File: src/rtl/alu_writeback_if.sv
// ALU-to-writeback handshake bundle: one op per valid/ready transfer.
interface alu_writeback_if #(
  parameter int unsigned NREGS = 4,
  parameter int unsigned DW    = 8
);
  localparam int unsigned AW = $clog2(NREGS);

  logic          in_valid;
  logic          in_ready;
  logic [DW-1:0] in_result;
  logic          in_cout;
  logic          in_zout;
  logic          in_we;
  logic [AW-1:0] in_dest;
  logic          in_setf;

  modport master (
    output in_valid, in_result, in_cout, in_zout, in_we, in_dest, in_setf,
    input  in_ready
  );

  modport slave (
    input  in_valid, in_result, in_cout, in_zout, in_we, in_dest, in_setf,
    output in_ready
  );
endinterface

File: src/rtl/alu_writeback.sv
// Writeback stage after the 8-bit ALU: one-entry pipeline register,
// NREGS x DW register file, C/Z flag register and two combinational
// operand read ports.
// Optional feature macro: ALU_WB_BYPASS_EN forwards a pending write to the
// read ports; undefined, reads return committed register contents only.
module alu_writeback #(
  parameter  int unsigned NREGS = 4,
  parameter  int unsigned DW    = 8,
  localparam int unsigned AW    = $clog2(NREGS)
) (
  input  logic                clk,
  input  logic                rst_n,
  alu_writeback_if.slave      wb,
  input  logic                stall,
  input  logic [AW-1:0]       ra_addr,
  input  logic [AW-1:0]       rb_addr,
  output logic [DW-1:0]       ra_data,
  output logic [DW-1:0]       rb_data,
  output logic                c_flag,
  output logic                z_flag,
  output logic                busy
);

  typedef enum logic {EMPTY = 1'b0, FULL = 1'b1} state_t;

  state_t        state_q, state_d;
  logic          p_valid;
  logic [DW-1:0] p_result;
  logic          p_cout;
  logic          p_zout;
  logic          p_we;
  logic [AW-1:0] p_dest;
  logic          p_setf;
  logic          accept;
  logic          commit;
  logic [DW-1:0] regs [NREGS];

  assign p_valid     = (state_q == FULL);
  assign commit      = p_valid & ~stall;
  assign wb.in_ready = ~p_valid | commit;
  assign accept      = wb.in_valid & wb.in_ready;
  assign busy        = p_valid;

  // Occupancy state register.
  always_ff @(posedge clk or negedge rst_n) begin
    if (!rst_n) state_q <= EMPTY;
    else        state_q <= state_d;
  end

  // Next occupancy: a fresh accept keeps or makes the stage full.
  always_comb begin
    state_d = state_q;
    case (state_q)
      EMPTY:   if (accept) state_d = FULL;
      FULL:    if (commit && !accept) state_d = EMPTY;
      default: state_d = EMPTY;
    endcase
  end

  // Pipeline data fields load only on accept and otherwise hold.
  always_ff @(posedge clk or negedge rst_n) begin
    if (!rst_n) begin
      p_result <= '0;
      p_cout   <= 1'b0;
      p_zout   <= 1'b0;
      p_we     <= 1'b0;
      p_dest   <= '0;
      p_setf   <= 1'b0;
    end else if (accept) begin
      p_result <= wb.in_result;
      p_cout   <= wb.in_cout;
      p_zout   <= wb.in_zout;
      p_we     <= wb.in_we;
      p_dest   <= wb.in_dest;
      p_setf   <= wb.in_setf;
    end
  end

  // Register file write on commit of an op with we set.
  always_ff @(posedge clk or negedge rst_n) begin
    if (!rst_n) begin
      for (int unsigned i = 0; i < NREGS; i++) regs[i] <= '0;
    end else if (commit && p_we) begin
      regs[p_dest] <= p_result;
    end
  end

  // Flag register update on commit of an op with setf set, independent of we.
  always_ff @(posedge clk or negedge rst_n) begin
    if (!rst_n) begin
      c_flag <= 1'b0;
      z_flag <= 1'b0;
    end else if (commit && p_setf) begin
      c_flag <= p_cout;
      z_flag <= p_zout;
    end
  end

  // Operand read ports, optionally forwarding the pending write.
  always_comb begin
    ra_data = regs[ra_addr];
    rb_data = regs[rb_addr];
`ifdef ALU_WB_BYPASS_EN
    if (p_valid && p_we && (p_dest == ra_addr)) ra_data = p_result;
    if (p_valid && p_we && (p_dest == rb_addr)) rb_data = p_result;
`endif
  end

endmodule

File: src/flat_wrapper.sv
// flat-port wrapper written by rule: the top's interface ports become plain ports
module alu_writeback_flat 
#(
  parameter  int unsigned NREGS = 4,
  parameter  int unsigned DW    = 8,
  localparam int unsigned AW    = $clog2(NREGS)
)
  (clk, rst_n, stall, ra_addr, rb_addr, ra_data, rb_data, c_flag, z_flag, busy, wb_in_valid, wb_in_result, wb_in_cout, wb_in_zout, wb_in_we, wb_in_dest, wb_in_setf, wb_in_ready);
  alu_writeback_if #(.NREGS(NREGS), .DW(DW)) wb_i ();
  input  logic clk;
  input  logic rst_n;
  input  logic stall;
  input  logic [AW-1:0] ra_addr;
  input  logic [AW-1:0] rb_addr;
  output logic [DW-1:0] ra_data;
  output logic [DW-1:0] rb_data;
  output logic c_flag;
  output logic z_flag;
  output logic busy;
  input wire logic [$bits(wb_i.in_valid)-1:0] wb_in_valid;
  input wire logic [$bits(wb_i.in_result)-1:0] wb_in_result;
  input wire logic [$bits(wb_i.in_cout)-1:0] wb_in_cout;
  input wire logic [$bits(wb_i.in_zout)-1:0] wb_in_zout;
  input wire logic [$bits(wb_i.in_we)-1:0] wb_in_we;
  input wire logic [$bits(wb_i.in_dest)-1:0] wb_in_dest;
  input wire logic [$bits(wb_i.in_setf)-1:0] wb_in_setf;
  output wire logic [$bits(wb_i.in_ready)-1:0] wb_in_ready;
  assign wb_i.in_valid = wb_in_valid;
  assign wb_i.in_result = wb_in_result;
  assign wb_i.in_cout = wb_in_cout;
  assign wb_i.in_zout = wb_in_zout;
  assign wb_i.in_we = wb_in_we;
  assign wb_i.in_dest = wb_in_dest;
  assign wb_i.in_setf = wb_in_setf;
  assign wb_in_ready = wb_i.in_ready;
  alu_writeback #(.NREGS(NREGS), .DW(DW)) u_core (.clk(clk), .rst_n(rst_n), .wb(wb_i), .stall(stall), .ra_addr(ra_addr), .rb_addr(rb_addr), .ra_data(ra_data), .rb_data(rb_data), .c_flag(c_flag), .z_flag(z_flag), .busy(busy));
endmodule
File: config.mk
export PLATFORM = sky130hd
export DESIGN_NAME = alu_writeback_flat
export DESIGN_NICKNAME = d
export VERILOG_FILES = /design/src/rtl/alu_writeback_if.sv /design/src/rtl/alu_writeback.sv /design/src/flat_wrapper.sv
export SDC_FILE = /design/constraint.sdc
export NUM_CORES = 1
export LEC_CHECK = 0
export ABC_AREA = 1
export CORE_AREA = 10 10 82 84
export CTS_BUF_LIST = sky130_fd_sc_hd__clkbuf_4
export CTS_CLUSTER_DIAMETER = 40
export DETAILED_ROUTE_END_ITERATION = 10
export DIE_AREA = 0 0 92 94
export GPL_TIMING_DRIVEN = 0
export PLACE_DENSITY_LB_ADDON = 0.3
export SETUP_SLACK_MARGIN = 0.15
export SLEW_MARGIN = 15
export SYNTH_ARGS = -nofsm -noshare
export SYNTH_HDL_FRONTEND = slang
export SYNTH_SLANG_ARGS = --single-unit
File: constraint.sdc
create_clock -name clk -period 2.9 [get_ports clk]
set_clock_uncertainty 0.15 [all_clocks]
set_input_delay 0.435 -clock clk [delete_from_list [all_inputs] [get_ports clk]]
set_output_delay 0.435 -clock clk [all_outputs]
set_load 0.05 [all_outputs]
==> results of run 1 <==
## cell usage after synthesis
cell type	number
o21bai_1	16
nor2_1	6
buf_2	3
nand3_1	21
buf_4	2
nor2_2	1
nand2_2	1
inv_1	24
o21ai_0	35
nor2_4	2
nand2_1	147
a21oi_1	20
clkbuf_1	10
dfrtp_1	49
## layout make-up
type                       instances  area, sq um  share of cell area (%)
inverter                          24         90.1                    2.97
sequential                        49         1230                    40.4
clock buffer                       5         37.5                    1.24
timing repair buffer              41          374                    12.3
buffer                            15         73.8                    2.43
multi-input combinational        249         1110                    36.6
clock inverter                     2         35.0                    1.15
tap                               70         87.6                    2.89
## routing by layer
| layer | global-route usage, % | share of wire [%] |
|---|---|---|
| met1 | 20.6 | 44 |
| met2 | 25.1 | 45 |
| met4 | 4.76 | 2.0 |
| met3 | 4.88 | 9.0 |
| met5 | 0 | 0 |
## flip-flops by register name, summed over array words and instances (netlist names)
signal and count:
u_core.busy 1, u_core.c_flag 1, u_core.p_cout 1, u_core.p_dest 2, u_core.p_result 8, u_core.p_setf 1
u_core.p_we 1, u_core.p_zout 1, u_core.regs 32, u_core.z_flag 1
## worst reg2reg max path: cells and delay by family (launching register included)
kind          cells  cell delay (ns)
flops             1             0.44
simple gates      4             0.85
buf+inv           1             0.10
## report_power, final
| group | internal, mW | switching, mW | leakage, nW |
|---|---|---|---|
| Combinational | 0.338 | 0.708 | 0.909 |
| Clock | 0.176 | 0.213 | 0.0410 |
| Sequential | 0.915 | 0.141 | 0.603 |
| Total | 1.43 | 1.06 | 1.55 |
## logic make-up after synthesis
logic type	Yosys count
flops	49
buf+inv	39
simple gates	178
compound gates	71
## timing repair
action	in CTS	in global routing
endpoints found under the hold margin	20	0
pin swaps	0	0
hold buffers	1	0
setup endpoints to repair	17	14
buffers inserted	0	0
gates resized for setup	35	19
## per-stage QoR
step / instance area (sq um) / setup slack (ns) / cells / power (mW) / hold WS [ns]
after global routing: 3030 / 0.186 / 455 / 2.67 / 0.392
after global placement: 2970 / -0.162 / 446 / 2.12 / 0.304
after floorplan: 2490 / 0.943 / 337 / 1.80 / -0.0106
final: 3030 / 0.246 / 455 / 2.49 / 0.348
after detailed placement: 2990 / -0.204 / 447 / 2.16 / 0.279
after CTS: 3070 / 0.0926 / 455 / 2.52 / 0.346
## worst max path at each step
stage,startpoint,endpoint,depth (start not counted)
after floorplan,u_core.busy,wb_in_ready,2
after global placement,ra_addr[0],ra_data[3],5
after CTS,ra_addr[0],ra_data[4],7
after detailed placement,ra_addr[0],ra_data[4],5
after global routing,ra_addr[0],ra_data[0],6
final,ra_addr[0],ra_data[5],7
==> metrics.cfg, run 1 <==
[worst_setup_path]
r2r_end=u_core.regs[17]
crit_path_end_kind=output port
crit_path_cell_trace=clkdlybuf4s50_1 -> clkbuf_1 -> nand2_1 -> o21ai_0 -> nand2_1 -> nand2_1 -> clkdlybuf4s15_2
reg2reg_setup_slack_ns=1.32
slowest_stage=clkdlybuf4s50_1
crit_type=input pin to output port
path_common_cell=nand2_1
max_stage_delay_ns=0.54
cp_top_family=buffers and inverters
timing.rr.start=u_core.p_dest[1]
required_ns=2.32
startpoint_type=input pin
cp.arrival_ns=2.07
cp.buffers_inverters=3
cp_max_fo=10
rr_worst_depth=5

[detailed_routing]
viasPerCell=5.30
dr.pass1.iters=5
vias=2411
ant_nets=0
routedWlPerCell_um=15.0
drt_iter0_markers=216
routed_wirelength_um=6850
drcViolationCount=0

[synth]
synth_seq_cells=49
ys_types=14
synth-xor-area-share_pct=0
syn_area_per_cell_sq_um=7.40
synth_area_sq_um=2490
synth_top_family_by_area=simple AND/OR/NAND/NOR gates
ys_top_cells_by_area=dfrtp_1 (49%), nand2_1 (22%), o21ai_0 (7.0%)
synth_top_area_cell=dfrtp_1
synthSimpleGateAreaFrac_pct=28.7
ys_warn_count=0
synth.top_cell.area_share_pct=49.2
synth_fa_ha_area_share_pct=0
synth-compound-area-share_pct=15.9
syn_inst=337
syn_nets=359
synthMuxAreaShare_pct=0
seq_area_frac_synth_pct=49.2

[timing]
fmax_ghz=0.377
rsz0062_at_grt=false
fin_crit_sh_pct=91.5
slew_violations=0
tightestPinTransition_ns=0.577
finalSetupViolCount=0
relSlewSlack_pct=61.4
hold_viol=0
period_needed_ns=2.65
final.setup.tns_ns=0

[worst_hold_path]
min_from=u_core.p_setf
hold-path-cell-count=2
min_path_type=flip-flop to flip-flop
min_to=u_core.p_setf

[finish]
area_delta_synth_final_pct=21.7
layout_common_cells=nand2_1 (147), dfrtp_1 (49), o21ai_0 (35), inv_1 (24)
mostFrequentLayoutCell=nand2_1
postLayoutCoreUtil_pct=59.8
final_nets=407
fillCellCount=505
layout-drive-gt1-share_pct=9.61
antenna_cells=0

[cts]
cts_tree=done
htreeDepth=2
cts_num_sinks=49
cts_root_buf=clkbuf_4
cts.path.max_buffers=2
clk_latency_ns=0.37
cts_buffers=5
clk_pin_slew_ns=0.13

[pwr]
powerDensity_nw_per_um2=821
peakVddDrop_mv=0.456
p_leak_nw=1.55

[flow_run]
maxCapViolCount=0

[place]
hpwl_um=5020
gp_congestion=0.910
port_buffers=39

[floorplanning]
io_pins=42
rows=26
start_util_pct=49.1
die-height_um=94
core-area_sq_um=5070
die_area_sq_um=8650
die_w_um=92

[global_routing]
grt_pass1_wl_um=11100
grt_overflow=0
grt_max_degree=30
grt_usage_pct=16.0
antenna_found_initial=0
grt_pass1_vias=2217

[run_status]
status=finished, final reports clean

(Power assumes the default switching activity.)
==> inputs of run 2 (changes only) <==
CAP_MARGIN = 20   (was default)
==> results of run 2 <==
Same layout as run 1: the final DEF is identical, and so are final timing and power.
==> inputs of run 3 (changes only) <==
TNS_END_PERCENT = 10   (was default)
clock period = 2.33 ns   (was 2.9 ns; I/O delays follow)
==> metrics.cfg, run 3 (synthesis results as in run 1) <==
[place]
gp_congestion=0.910  ; unchanged
port_buffers=39  ; unchanged
hpwl_um=5020  ; unchanged
place_area_sq_um=2990  ; unchanged
post-place-ws_ns=-0.603  ; was -0.204 ns

[global_routing]
grt_overflow=0  ; unchanged
antenna_found_initial=0  ; unchanged
grt_pass1_wl_um=11200  ; was 11100 um
grt_max_degree=30  ; unchanged
grt_pass1_vias=2218  ; was 2217
grt_usage_pct=16.0  ; about the same

[timing]
fmax_ghz=0.455
setup_slack_ns=0.132  ; was 0.246 ns
rsz0062_at_grt=true  ; was false
slew_violations=0  ; unchanged
tightestPinTransition_ns=0.560  ; was 0.577 ns
period_needed_ns=2.20
fin_crit_sh_pct=94.4
relSlewSlack_pct=62.5  ; was 61.4%
hold_viol=0  ; unchanged
finalSetupViolCount=0  ; unchanged

[cts]
htreeDepth=2  ; unchanged
cts_tree=done  ; unchanged
cts_buffers=5  ; unchanged
clk_pin_slew_ns=0.14  ; was 0.13 ns
cts_root_buf=clkbuf_4  ; unchanged
clk_latency_ns=0.37  ; about the same
cts_num_sinks=49  ; unchanged
post-cts-setup-buffers=0  ; unchanged
cts.path.max_buffers=2  ; unchanged

[finish]
postLayoutCoreUtil_pct=59.7  ; was 59.8%
layout-drive-gt1-share_pct=10.9  ; was 9.61%
top_register=u_core.regs  ; unchanged
finalInstanceArea_sq_um=3030  ; about the same
largest_register_ffs=32  ; unchanged
antenna_cells=0  ; unchanged
final_nets=407  ; unchanged
area_delta_synth_final_pct=21.5  ; was 21.7%
layout_common_cells=nand2_1 (147), dfrtp_1 (49), o21ai_0 (35), inv_1 (24)  ; unchanged
mostFrequentLayoutCell=nand2_1  ; unchanged
reg_top3=u_core.regs: 32 flops, u_core.p_result: 8 flops, u_core.p_dest: 2 flops  ; unchanged

[pwr]
intPower_mw=1.78  ; was 1.43 mW
seqPwrFrac_pct=42.3  ; was 42.4%
p_leak_nw=1.56  ; was 1.55 nW
switchingPower_mw=1.32  ; was 1.06 mW
powerDensity_nw_per_um2=1020  ; was 821 nW/um^2
p_sw_share_pct=42.6  ; about the same
combPwrFrac_pct=42.1  ; was 42.0%
peakVddDrop_mv=0.568  ; was 0.456 mV
finalPower_mw=3.10  ; was 2.49 mW
pwr-share-clk_pct=15.6  ; about the same

[worst_setup_path]
cp_max_fo=10  ; unchanged
required_ns=1.83  ; was 2.32 ns
crit_path_end_kind=output port  ; unchanged
startpoint_type=input pin  ; unchanged
cp.arrival_ns=1.70  ; was 2.07 ns
crit_type=input pin to output port  ; unchanged

[detailed_routing]
routed_wirelength_um=6790  ; was 6850 um
wl_met1_um=2900  ; was 2990 um
dr.max_layer_used=met4  ; unchanged
routed-wl-met2_um=3100  ; about the same
routedWlPerCell_um=14.9  ; was 15.0 um
viasPerCell=5.23  ; was 5.30
drcViolationCount=0  ; unchanged
wl_met3_um=665  ; was 614 um
vias=2378  ; was 2411
ant_nets=0  ; unchanged
drt_iter0_markers=227  ; was 216
dr.pass1.iters=4  ; was 5

[run_status]
status=finished, final reports clean  ; unchanged

[worst_hold_path]
min_path_type=input pin to async pin  ; was flip-flop to flip-flop

[floorplanning]
rows=26  ; unchanged
die-height_um=94  ; unchanged
die_w_um=92  ; unchanged
die_area_sq_um=8650  ; unchanged
core-area_sq_um=5070  ; unchanged
start_util_pct=49.1  ; unchanged
io_pins=42  ; unchanged

[flow_run]
maxCapViolCount=0  ; unchanged

==> run 3: changes by cell type in the layout (fill, tap and decap cells not counted) <==
cell / change
clkbuf_2: -13
buf_2: +10
clkbuf_4: +9
clkdlybuf4s15_2: -4
buf_4: +3
clkbuf_1: -2
dlygate4sd2_1: -2
clkdlybuf4s15_1: -1
==> run 3: layer usage <==
metal  vias to the layer above  track usage [%]
li1                       1164                -
met1                      1091             20.8
met4                         0             4.76
met5                         -                0
met2                       109             25.1
met3                        14             4.80
==> run 3: through the flow <==
stage,hold WS [ns],instances,setup TNS [ns]
floorplan,-0.0961,337,0
global placement,0.304,446,-39.21
detailed placement,0.194,447,-8.88
CTS,0.308,455,0
global route,0.339,455,0
finish,0.304,455,0
==> run 3: final timing paths <==
path                                  startpoint               to  slack (ns)  cells past startpoint
worst min register to register     u_core.p_setf    u_core.p_setf        0.35                      2
min in group clk                   u_core.p_setf    u_core.p_setf        0.35                      2
worst min-delay path                       rst_n  u_core.regs[17]        0.30                      2
worst max register to register  u_core.p_dest[1]  u_core.regs[17]        0.76                      5
worst max-delay path                  ra_addr[0]       ra_data[4]        0.13                      6
max in group asynchronous                  rst_n  u_core.regs[11]        1.18                      3
==> run 3: final cells by class <==
class	count	area, sq um
inverter	24	90.1
clock buffer	5	37.5
timing repair buffer	41	354
fill	507	2050
buffer	15	88.8
sequential	49	1230
tap	70	87.6
clock inverter	2	35.0
multi-input combinational	249	1110
==> run 3: repair_timing <==
action,in CTS,in global routing
gates resized for setup,76,34
cloned,0,0
hold buffers,1,0
setup endpoints to repair,17,17
hold endpoints to repair,20,0
==> run 3: power groups by stage <==
stage	sequential (mW)	combinational, mW	clock (mW)
2_1_floorplan	1.33	0.911	0
3_3_place_gp	1.32	1.32	0
3_5_place_dp	1.33	1.36	0
4_1_cts	1.31	1.33	0.495
5_1_grt	1.35	1.45	0.528
6_report	1.31	1.31	0.485
==> run 3: worst max-delay path, stage by stage <==
cell and delay, ns:
clkdlybuf4s50_1 0.54, clkbuf_4 0.24, a21oi_1 0.08, o21ai_0 0.12, nand2_1 0.12, clkbuf_4 0.24
